## src/rtl/conv_pkg.sv

```systemverilog
// conv_pkg: shared defaults and types for the conv1 output-feature-map writer.
package conv_pkg;
    localparam int WIDTH = 16;
    localparam int LANES = 4;
    localparam int CHOUT = 64;
    typedef logic [WIDTH-1:0] fm_word_t;
    typedef enum logic [1:0] {IDLE, DRAIN, DONE} wr_state_t;
endpackage

```

## src/rtl/ofm_vec_fifo2.sv

```systemverilog
// ofm_vec_fifo2: two-entry FIFO of flattened channel vectors.
// The caller only asserts i_push when an entry is free or being popped.
module ofm_vec_fifo2 #(
    parameter int W = 1024
) (
    input  logic         clk,
    input  logic         rst,
    input  logic         i_push,
    input  logic         i_pop,
    input  logic [W-1:0] i_data,
    output logic [W-1:0] o_head,
    output logic [1:0]   o_count,
    output logic         o_full
);
    logic [W-1:0] r_mem [2];
    logic         r_wr_ptr;
    logic         r_rd_ptr;
    logic [1:0]   r_count;

    assign o_head  = r_mem[r_rd_ptr];
    assign o_count = r_count;
    assign o_full  = r_count == 2'd2;

    always_ff @(posedge clk or negedge rst) begin
        if (!rst) begin
            r_wr_ptr <= 1'b0;
            r_rd_ptr <= 1'b0;
            r_count  <= 2'd0;
        end else begin
            if (i_push) r_wr_ptr <= !r_wr_ptr;
            if (i_pop) r_rd_ptr <= !r_rd_ptr;
            r_count <= r_count + 2'(i_push) - 2'(i_pop);
        end
    end

    // Payload needs no reset: validity is carried by r_count.
    always_ff @(posedge clk) begin
        if (i_push) r_mem[r_wr_ptr] <= i_data;
    end
endmodule

```

## src/rtl/conv1_ofm_writer.sv

```systemverilog
// conv1_ofm_writer: buffers conv1 output vectors and writes them LANES channels
// per beat into the layer-1 feature-map RAM in channel-group-planar layout.
module conv1_ofm_writer #(
    parameter int WOUT  = 128,
    parameter int CHOUT = conv_pkg::CHOUT,
    parameter int WIDTH = conv_pkg::WIDTH,
    parameter int LANES = conv_pkg::LANES,
    localparam int BEATS  = CHOUT / LANES,
    localparam int NPIX   = WOUT * WOUT,
    localparam int PIX_W  = $clog2(NPIX),
    localparam int BEAT_W = $clog2(BEATS),
    localparam int ADDR_W = $clog2(NPIX * BEATS)
) (
    input  logic                     clk,
    input  logic                     rst,
    input  logic                     conv1_sample,
    input  logic                     conv1_finish,
    input  logic [WIDTH-1:0]         ofm [CHOUT],
    output logic                     ram_we,
    output logic [ADDR_W-1:0]        ram_addr,
    output logic [LANES*WIDTH-1:0]   ram_wdata,
    output logic                     ram_feedback,
    output logic                     busy,
    output logic                     overflow,
    output logic                     extra_sample
);
    import conv_pkg::*;

    wr_state_t                r_state;
    logic [BEAT_W-1:0]        r_beat;
    logic [PIX_W-1:0]         r_pixel;
    logic [CHOUT*WIDTH-1:0]   w_vec;
    logic [CHOUT*WIDTH-1:0]   w_head;
    logic [1:0]               w_count;
    logic [1:0]               w_left;
    logic                     w_full;
    logic                     w_issue;
    logic                     w_pop;
    logic                     w_push;
    logic                     w_accept;
    logic                     w_unused;

    for (genvar g = 0; g < CHOUT; g++) begin : g_pack
        assign w_vec[g*WIDTH +: WIDTH] = ofm[g];
    end

    // conv1_finish is informational; control flow ignores it.
    assign w_unused = conv1_finish;

    assign w_issue  = r_state != DONE && w_count != 2'd0;
    assign w_pop    = w_issue && r_beat == BEAT_W'(BEATS - 1);
    assign w_push   = conv1_sample && r_state != DONE;
    assign w_accept = w_push && (!w_full || w_pop);
    assign w_left   = w_count - 2'(w_pop) + 2'(w_accept);
    assign busy     = w_count != 2'd0 || r_state == DRAIN;

    ofm_vec_fifo2 #(.W(CHOUT * WIDTH)) u_fifo (
        .clk     (clk),
        .rst     (rst),
        .i_push  (w_accept),
        .i_pop   (w_pop),
        .i_data  (w_vec),
        .o_head  (w_head),
        .o_count (w_count),
        .o_full  (w_full)
    );

    always_ff @(posedge clk or negedge rst) begin
        if (!rst) begin
            r_state      <= IDLE;
            r_beat       <= '0;
            r_pixel      <= '0;
            ram_we       <= 1'b0;
            ram_addr     <= '0;
            ram_wdata    <= '0;
            ram_feedback <= 1'b0;
            overflow     <= 1'b0;
            extra_sample <= 1'b0;
        end else begin
            ram_we <= w_issue;
            // Beat-major planes: addr = beat * WOUT*WOUT + pixel.
            if (w_issue) begin
                ram_addr  <= (ADDR_W'(r_beat) << PIX_W) | ADDR_W'(r_pixel);
                ram_wdata <= w_head[int'(r_beat)*LANES*WIDTH +: LANES*WIDTH];
                r_beat    <= w_pop ? '0 : r_beat + 1'b1;
            end
            if (w_pop) begin
                r_pixel <= r_pixel + PIX_W'(r_pixel != PIX_W'(NPIX - 1));
                r_state <= r_pixel == PIX_W'(NPIX - 1) ? DONE : (w_left != 2'd0 ? DRAIN : IDLE);
            end else if (w_issue) begin
                r_state <= DRAIN;
            end
            ram_feedback <= ram_feedback || r_state == DONE;
            overflow     <= overflow || (w_push && w_full && !w_pop);
            extra_sample <= extra_sample || (conv1_sample && r_state == DONE);
        end
    end
endmodule

```

## config.mk

```make
export PLATFORM = sky130hd
export DESIGN_NAME = conv1_ofm_writer
export DESIGN_NICKNAME = d
export VERILOG_FILES = /design/src/rtl/conv_pkg.sv /design/src/rtl/ofm_vec_fifo2.sv /design/src/rtl/conv1_ofm_writer.sv
export SDC_FILE = /design/constraint.sdc
export NUM_CORES = 2
export LEC_CHECK = 0
export ABC_AREA = 1
export CORE_ASPECT_RATIO = 0.8
export CORE_UTILIZATION = 30
export DETAILED_ROUTE_END_ITERATION = 12
export SYNTH_ARGS = -nofsm -noshare
export SYNTH_HDL_FRONTEND = slang
export SYNTH_SLANG_ARGS = --single-unit
export TNS_END_PERCENT = 5
```

## constraint.sdc

```tcl
create_clock -name clk -period 146.6 [get_ports clk]
set_input_delay 29.32 -clock clk [delete_from_list [all_inputs] [get_ports clk]]
set_output_delay 29.32 -clock clk [all_outputs]
set_load 0.05 [all_outputs]
```

==> metrics.txt <==
Synth Area per Inst 10.7 µm²; max-cap violations 0; FF+latch count, synth 2158; GR met1 Demand/Resource 28.1%; CP max FO 146; layer with the highest usage met2; Lkg Pwr 45.6 nW; reg-to-reg slack, setup 138.15 ns; crit end category flip-flop; Die X 616 µm; Slew headroom 14.7%; Final TNS setup 0 ns; hold path depth 2; Layout Nets 10.5k; initial core utilization 30.3%; Cell Rows 179; hold endpoint ram_feedback; placed cell areas 105000 µm²; # hold bufs at CTS 0; Residual DRC 0; Clock Latency Late Sink 0.89 ns; terminus of the critical flop-to-flop path u_fifo.r_mem[0][401]; post-synth top area share 68.0%; R2R depth 13; DR pass1 iterations 6; clk buf depth 4; global-route track usage on met3 4.47%; commonest non-fill, non-tap cell in the layout nand2_1; Seq/Total Area, Yosys 71.0%; minimum clock period 35.22 ns; data arrival time of the worst path 35.65 ns; RSZ-0062 raised after global routing no; WL/cell 24.6 µm; hold path startpoint ram_feedback; gr ovfl total 0; worst hold path type flip-flop to flip-flop; Max VDD drop 0.0150 mV; Num CTS Buffers 227; vias in the first global route 60.1k; cell count after synthesis 8466; I/O pins 1115; initial antenna violation count 211; CP required 147.03 ns; fillers 28.8k; Initial DRC Count 7116; gp weighted congestion 0.886; final antenna-violating net count 0; number of library cell types mapped by synthesis 30; cell taking the most area after synthesis edfxtp_1; Fin. Hold Viols 0; post-route cell area 113000 µm²; Synth Warn # 0; layout cells sized above 1 4.53%; Max Clock Skew 0.0967 ns; Register Area 64300 µm²; FMAX 28.4 MHz; fin crit share 24.0%; Startpoint Class input pin; area occupied by multi-input gates 20000 µm²; chip height 493 µm; IO Port Bufs 1113; clock sink count 2158; RR Startpoint r_beat[0]; Pwr per Cell Area 21.2 nW/µm²; crit path kind input pin to flip-flop; synthesized area 90500 µm²; Via Count 64.5k; CTS tree yes; Via density 4.70; setup bufs post-CTS 0; synth top area cells edfxtp_1 68%, nand2_1 13%, nand3_1 7.5%, inv_1 4.3%, dfrtp_1 3.0%; Finish-stage setup viols 0; CTS clk-pin slew, worst paths 0.06 ns; first-pass GRT wire length 460000 µm; Slew @ Worst Pin 1.28 ns; most frequent cells in the layout 3180 x nand2_1, 2048 x edfxtp_1, 1353 x nand3_1; largest net degree at the start of global routing 203; Final HPWL DP 236000 µm; Post-CTS Resized 0; met2 Track Usage GR 32.4%; CORE AREA 299000 µm²; H-tree depth 4; status completed; Post-Syn Nets 9499; Area Growth Syn to Fin 24.7%; max-slew violations 0; CTS root buffer clkbuf_16; PnR Total Power 2.39 mW; Total Routed Length 338000 µm; Tot GR Track Use 21.5%; die footprint 304000 µm²
==> cell families (layout without fill, tap and decap cells) <==
kind of cell / count (synthesis) / after routing / share of synthesized area [%]
buffers and inverters: 1505 / 2663 / 6.89
DFF: 2158 / 2158 / 71.0
and+or+nand+nor: 4689 / 4689 / 21.4
xor gates and xnor gates: 16 / 16 / 0.155
other: 0 / 130 / 0
adders and majority gates: 5 / 5 / 0.0691
AOI/OAI and AO/OA: 93 / 93 / 0.527
==> through the flow <==
stage / hold WS [ns] / util (%) / setup slack, ns / cells
6_report: 0.472 / 37.8 / 111.38 / 13700
5_1_grt: 0.485 / 37.8 / 111.16 / 13700
4_1_cts: 0.477 / 37.7 / 111.51 / 13600
3_5_place_dp: 0.463 / 35.2 / 110.63 / 13200
3_3_place_gp: 0.449 / 35.2 / 110.67 / 13200
2_1_floorplan: 0.463 / - / 72.36 / 8466
==> state kept, by name, summed over array words and instances (netlist names) <==
name,cells
u_fifo.r_mem,2048
ram_wdata,64
ram_addr,18
r_pixel,14
r_beat,4
r_state,2
u_fifo.o_count,2
extra_sample,1
overflow,1
ram_feedback,1
ram_we,1
u_fifo.r_rd_ptr,1
u_fifo.r_wr_ptr,1
==> where the power goes <==
group | leakage, nW | total [mW] | switching [mW] | internal, mW
combinational | 21.6 | 0.927 | 0.710 | 0.217
clock | 3.57 | 0.574 | 0.246 | 0.327
sequential | 20.4 | 0.889 | 0.0439 | 0.845
==> critical path: stages <==
cell	delay (ns)
clkdlybuf4s50_1	0.52
nand3_1	0.35
nor2_4	0.22
buf_12	0.60
buf_4	0.82
buf_4	0.96
buf_4	0.89
buf_4	0.76
buf_12	0.51
==> routing by layer <==
layer	share of wire [%]	wire length [µm]
met3	7.7	26200
met2	45	152000
met4	6.3	21200
met5	0.15	497
met1	41	138000
==> final cells by class <==
| cell class | instances | share of cell area, % |
|---|---|---|
| inverters | 1053 | 3.54 |
| well taps | 3982 | 4.41 |
| diodes | 130 | 0.288 |
| clock buffers | 279 | 5.34 |
| flip-flops and latches | 2158 | 56.9 |
| repair buffers | 1198 | 10.6 |
| clock inverters | 133 | 1.13 |
| multi-input cells | 4803 | 17.8 |
==> synth_stat cells (all sizes together) <==
cell type / instances
buf: 312
edfxtp: 2048
nor3: 8
xor2: 15
nand2: 3181
inv: 1052
dfrtp: 110
nor2: 143
clkbuf: 140
nand4: 3
a21oi: 2
a211oi: 1
ha: 5
a31o: 1
or3: 1
o21ai: 87
clkinv: 1
xnor2: 1
nand3: 1353
o21bai: 2
==> how the worst max path moves through the flow <==
| stage | start | cells after the start | end |
|---|---|---|---|
| final | conv1_sample | 9 | u_fifo.r_mem[0][401] |
| after global placement | conv1_sample | 9 | u_fifo.r_mem[0][787] |
| after floorplan | conv1_sample | 2 | u_fifo.r_mem[0][0] |
| after global routing | conv1_sample | 9 | u_fifo.r_mem[0][272] |
| after detailed placement | conv1_sample | 9 | u_fifo.r_mem[0][276] |
| after CTS | conv1_sample | 9 | u_fifo.r_mem[0][910] |
Note: power is estimated with default switching activity, not from simulation.
